**config.mk**
```make
export PLATFORM = sky130hd
export DESIGN_NAME = intermission_seq
export DESIGN_NICKNAME = d
export VERILOG_FILES = /design/src/rtl/intermission_seq.sv
export SDC_FILE = /design/constraint.sdc
export NUM_CORES = 1
export LEC_CHECK = 0
export BUFFER_PORTS_ARGS = -buffer_cell sky130_fd_sc_hd__buf_2
export CAP_MARGIN = 20
export CORE_AREA = 3 3 40 42
export DETAILED_ROUTE_END_ITERATION = 10
export DIE_AREA = 0 0 43 45
export PLACE_DENSITY = 0.78
export SLEW_MARGIN = 20
export SYNTH_ARGS = -nofsm -noshare
export SYNTH_HDL_FRONTEND = slang
export SYNTH_SLANG_ARGS = --single-unit
```
**constraint.sdc**
```tcl
create_clock -name clock -period 2.9 [get_ports clock]
set_clock_uncertainty 0.2 [all_clocks]
set_input_delay 0 -clock clock [delete_from_list [all_inputs] [get_ports clock]]
set_output_delay 0 -clock clock [all_outputs]
set_load 0.05 [all_outputs]
```
**src/rtl/intermission_seq.sv**
```systemverilog
// -----------------------------------------------------------------------------
// intermission_seq
//
// Bus-integration / intermission sequencer for a CAN-style controller. It
// decides when the bus is idle, when a frame is in progress, and when the
// local node may start transmitting. Bit timing comes from an external bit
// counter, which this block drives and reads back.
//
// Optional feature: define the macro SUSPEND_TX_EN to add the SUSPEND state.
// In that state an error-passive node that sent the last frame waits 8 extra
// recessive bits before it may transmit again. When the macro is undefined,
// SUSPEND is not built, INTERM always exits to IDLE, and state code 4 is
// treated as illegal.
//
// Ports
//   clock          in   system clock, all flops on the rising edge
//   reset          in   asynchronous active-high reset
//   Prescale_EN    in   time-quantum enable; every update is qualified by it
//   sample_pt      in   bit sample strobe (bit event = sample_pt & Prescale_EN)
//   rx_bit         in   sampled bus level, 1 = recessive
//   eof_done       in   end-of-frame field finished (single-cycle pulse)
//   tx_request     in   a local frame is pending
//   was_tx         in   this node transmitted the last frame
//   error_passive  in   node is error passive
//   counto[6:0]    in   external bit-counter value
//   eq3, eq11      in   external bit-counter compare flags
//   cnt_inc        out  bit-counter increment (the counter acts on its rising edge)
//   cnt_rst_n      out  bit-counter synchronous clear, active-low
//   bus_idle       out  bus is idle (IDLE state)
//   frame_active   out  a frame is in progress (ACTIVE state)
//   tx_start       out  one-quantum pulse: start local transmission (SOF)
//   overload_req   out  one-quantum pulse: overload frame required
//   state[2:0]     out  current state code
// -----------------------------------------------------------------------------
module intermission_seq (
    input  logic       clock,
    input  logic       reset,
    input  logic       Prescale_EN,
    input  logic       sample_pt,
    input  logic       rx_bit,
    input  logic       eof_done,
    input  logic       tx_request,
    input  logic       was_tx,
    input  logic       error_passive,
    input  logic [6:0] counto,
    input  logic       eq3,
    input  logic       eq11,
    output logic       cnt_inc,
    output logic       cnt_rst_n,
    output logic       bus_idle,
    output logic       frame_active,
    output logic       tx_start,
    output logic       overload_req,
    output logic [2:0] state
);

`ifdef SUSPEND_TX_EN
    typedef enum logic [2:0] {
        INTEG   = 3'd0,
        IDLE    = 3'd1,
        ACTIVE  = 3'd2,
        INTERM  = 3'd3,
        SUSPEND = 3'd4
    } state_t;
`else
    typedef enum logic [2:0] {
        INTEG   = 3'd0,
        IDLE    = 3'd1,
        ACTIVE  = 3'd2,
        INTERM  = 3'd3
    } state_t;

    // The suspend qualifiers only matter when the SUSPEND state is built.
    logic unused_cfg;
    assign unused_cfg = was_tx ^ error_passive;
`endif

    state_t state_q;

    logic recessive_bit;
    logic dominant_bit;
    logic count_valid;

    assign recessive_bit = sample_pt & rx_bit;
    assign dominant_bit  = sample_pt & ~rx_bit;

    // While a clear is pending (cnt_rst_n low), the external counter may still
    // show a stale value. Its compare flags are trusted only after the clear
    // has been released for one quantum.
    assign count_valid = cnt_rst_n;

    assign state = state_q;

    always_ff @(posedge clock or posedge reset) begin
        if (reset) begin
            state_q      <= INTEG;
            cnt_inc      <= 1'b0;
            cnt_rst_n    <= 1'b0;
            bus_idle     <= 1'b0;
            frame_active <= 1'b0;
            tx_start     <= 1'b0;
            overload_req <= 1'b0;
        end else if (Prescale_EN) begin
            // Pulses last one quantum. Any clear request lasts one quantum,
            // except in ACTIVE, where the clear is held for the whole frame.
            cnt_inc      <= 1'b0;
            cnt_rst_n    <= 1'b1;
            tx_start     <= 1'b0;
            overload_req <= 1'b0;

            case (state_q)
                INTEG: begin
                    if (count_valid && eq11) begin
                        state_q   <= IDLE;
                        bus_idle  <= 1'b1;
                        cnt_rst_n <= 1'b0;
                    end else if (recessive_bit) begin
                        cnt_inc <= 1'b1;
                    end else if (dominant_bit) begin
                        // Integration needs consecutive recessive bits.
                        cnt_rst_n <= 1'b0;
                    end
                end

                IDLE: begin
                    if (dominant_bit) begin
                        // Another node sent SOF.
                        state_q      <= ACTIVE;
                        bus_idle     <= 1'b0;
                        frame_active <= 1'b1;
                        cnt_rst_n    <= 1'b0;
                    end else if (recessive_bit && tx_request) begin
                        state_q      <= ACTIVE;
                        bus_idle     <= 1'b0;
                        frame_active <= 1'b1;
                        tx_start     <= 1'b1;
                        cnt_rst_n    <= 1'b0;
                    end
                end

                ACTIVE: begin
                    cnt_rst_n <= 1'b0;
                    // End of frame wins over a coincident bit; that bit is dropped.
                    if (eof_done) begin
                        state_q      <= INTERM;
                        frame_active <= 1'b0;
                    end
                end

                INTERM: begin
                    if (dominant_bit) begin
                        state_q      <= ACTIVE;
                        frame_active <= 1'b1;
                        cnt_rst_n    <= 1'b0;
                        if (counto < 7'd2) begin
                            // Dominant in the first two intermission bits.
                            overload_req <= 1'b1;
                        end else if (tx_request) begin
                            // Dominant in the third bit is taken as SOF.
                            tx_start <= 1'b1;
                        end
                    end else if (count_valid && eq3) begin
                        cnt_rst_n <= 1'b0;
`ifdef SUSPEND_TX_EN
                        if (was_tx && error_passive) begin
                            state_q <= SUSPEND;
                        end else begin
                            state_q  <= IDLE;
                            bus_idle <= 1'b1;
                        end
`else
                        state_q  <= IDLE;
                        bus_idle <= 1'b1;
`endif
                    end else if (recessive_bit) begin
                        cnt_inc <= 1'b1;
                    end
                end

`ifdef SUSPEND_TX_EN
                SUSPEND: begin
                    // A pending local frame must wait; only another node's
                    // SOF ends the suspension early.
                    if (dominant_bit) begin
                        state_q      <= ACTIVE;
                        frame_active <= 1'b1;
                        cnt_rst_n    <= 1'b0;
                    end else if (count_valid && (counto == 7'd8)) begin
                        state_q   <= IDLE;
                        bus_idle  <= 1'b1;
                        cnt_rst_n <= 1'b0;
                    end else if (recessive_bit) begin
                        cnt_inc <= 1'b1;
                    end
                end
`endif

                default: begin
                    // Illegal code: restart bus integration.
                    state_q      <= INTEG;
                    bus_idle     <= 1'b0;
                    frame_active <= 1'b0;
                    cnt_rst_n    <= 1'b0;
                end
            endcase
        end
    end

endmodule

```
==> metrics <==
register area 200 µm²; Final Hold Vio Count 0; Yosys cell types 28; DP HPWL 970 µm; Tmin final 2650 ps; Startpoint Class input port; Net Count, Synth 85; H-tree depth 1; DRT Pass-1 Iters 3; RSZ-0062 raised after global routing false; max-cap violations 0; NumNets Final 119; multi-input logic area 334 µm²; clock buffer depth 2; setup TNS 0 ps; diode count 0; Synth top area share 34.1%; crit-path cells dlygate4sd3_1 -> buf_2 -> nor2_1 -> dlygate4sd3_1 -> nand2_1 -> dlygate4sd3_1 -> o22ai_1 -> dlygate4sd3_1; first-pass GRT wire length 2210 µm; final slew viol count 0; Worst setup EP type register; Ports 27; Tot Pwr 0.757 mW; pin count of the biggest net entering global routing 10; clk sink count 8; layout cells sized above 1 35.1%; fin crit share 91.5%; CP max stage delay 590 ps; ranking of synthesized cells by area dfrtp_1 (34%), ha_1 (11%), mux2i_1 (8.5%), inv_1 (6.4%), nand4b_1 (3.0%); setup violators final 0; Yosys warning total 0; final wirelength 1420 µm; all-layer global routing usage 15.8%; syn avg cell area 9.46 µm²; Max Fclk 0.377 GHz; Overflow after GRT 0; initial antenna violation count 0; PortBufs 22; top cell family by delay on the critical path buffers and inverters; cell area after synthesis 587 µm²; P_leak 0.425 nW; vias in the first global route 520; Placeable Area 0.00128 mm²; starting density of the core 45.7%; via count 532; WHS 39.7 ps; via/cell ratio 4.88; Routed Antenna Nets 0; CP Class input port to register; Cells after Synth 62; post-cts repair resize count 0; WP buf/inv 5; Yosys reg bits 8; die span in x 43 µm; Placer Congestion 0.815; Max VDD drop 682 µV; Rows 13; Reg clk slew, reported paths 50 ps; WP data arrival 2640 ps; Fillers 101; initial drt markers 15; Root Driver clkbuf_4; Required @ worst endpoint 2880 ps; Hold Crit Class input port to async pin; Die Height 45 µm; Worst Path Max Fanout 2; cts bufs inserted 3; slowest cell on the critical path dlygate4sd3_1; drt drc 0; die area 0.00194 mm²; WL/cell 13.0 µm; area growth from synthesis to layout 38.6%; top cell type by total area after synthesis dfrtp_1; crit-path most repeated cell dlygate4sd3_1; outcome finished clean; CTS tree yes; Seq/Total Area, Yosys 34.1%; clk_lat worst skew 250 ps; PD cells 931 mW/mm²
==> placed cells by master, fill, tap and decap left out <==
cell type and count:
conb_1 1, o22ai_1 2, mux2i_1 5, dfrtp_1 8, nand4_2 1, a31oi_1 1
and2b_4 1, nor2_1 2, and2_4 1, nor4_1 1, ha_1 5, nand4b_1 2
clkbuf_4 3, a21oi_1 2, nor2b_2 2, nand3_1 1, dlygate4sd3_1 9, a21boi_1 1
o21ai_4 1, buf_2 22, o21ai_1 1, inv_1 10, a31o_1 1, nor2b_1 2
nand2_1 3, nor3_1 1, and4_2 1, o21ai_2 1, nand4_1 1, nand2b_1 2
==> cell usage after synthesis <==
| cell type | number |
|---|---|
| nor2_1 | 2 |
| nand2_1 | 3 |
| conb_1 | 1 |
| o21ai_4 | 1 |
| mux2i_1 | 5 |
| o22ai_1 | 2 |
| a31oi_1 | 1 |
| dfrtp_1 | 8 |
| nand4_1 | 1 |
| nand3_1 | 1 |
| nand4_2 | 1 |
| a21oi_1 | 2 |
| a31o_1 | 1 |
| nor2b_1 | 2 |
| o21ai_1 | 1 |
| and2_4 | 1 |
| o21ai_2 | 1 |
| and4_2 | 1 |
| nor2b_2 | 2 |
| a21boi_1 | 1 |
| and2b_4 | 1 |
| buf_4 | 2 |
| nand4b_1 | 2 |
| ha_1 | 5 |
| inv_1 | 10 |
| nand2b_1 | 2 |
| nor3_1 | 1 |
| nor4_1 | 1 |
==> stage by stage <==
| stage | std cells | utilization (%) | setup WS [ps] | area [µm²] |
|---|---|---|---|---|
| 3_3_place_gp | 97 | 54.5 | 1270 | 701 |
| 5_1_grt | 109 | 63.3 | 167 | 813 |
| 2_1_floorplan | 62 | - | 936 | 587 |
| 4_1_cts | 109 | 63.3 | 335 | 813 |
| 3_5_place_dp | 97 | 54.5 | 1250 | 701 |
| 6_report | 109 | 63.3 | 247 | 813 |
==> tightest hold or removal path: cells and delay by family <==
kind,cells,cell delay [ps]
buf+inv,3,890
==> cell type report <==
type | count | share of cell area [%]
Sequential cell | 8 | 24.6
Tap cell | 15 | 2.31
Clock buffer | 3 | 2.77
Timing Repair Buffer | 31 | 24.6
Inverter | 10 | 4.62
Multi-Input combinational cell | 42 | 41.1
==> layer usage <==
layer  share of wire [%]  track usage [%]  up-vias
li1                    -                -      272
met1                  42             17.6      244
met2                  52             27.2       14
met3                 5.9             5.98        2
met4                0.78             6.63        0
met5                   0                0        -
==> sequential cells by signal, summed over array words and instances (netlist names) <==
name / cells
bus_idle: 1
cnt_inc: 1
cnt_rst_n: 1
frame_active: 1
overload_req: 1
state: 2
tx_start: 1
==> cell families after synthesis <==
family	Yosys count	synth area share (%)
AOI/OAI and AO/OA	10	12.8
adders and majority gates	5	10.7
buffers and inverters	12	8.96
DFF	8	34.1
muxes	5	8.53
other	1	0.639
and+or+nand+nor	21	24.3
==> power by group <==
part / internal [mW] / leakage (nW) / switching (mW)
clock network: 0.0472 / 0.0138 / 0.0355
registers: 0.153 / 0.101 / 0.0297
logic: 0.172 / 0.311 / 0.320
==> path summary, 6_finish.rpt <==
kind	cells past startpoint	endpoint	slack, ps	start
setup / recovery	8	overload_req	250	counto[5]
hold / removal	3	overload_req	40	reset
setup reg to reg	6	tx_start	810	state[1]
hold reg to reg	2	frame_active	320	frame_active
max in group asynchronous	3	state[0]	2220	reset
min in group clock	4	frame_active	50	eof_done
==> timing repair <==
item | 4_1_cts | 5_1_grt
hold buffers | 9 | 0
hold endpoints to repair | 13 | 0
buffers inserted | 0 | 0
Note: power is estimated with default switching activity, not from simulation.
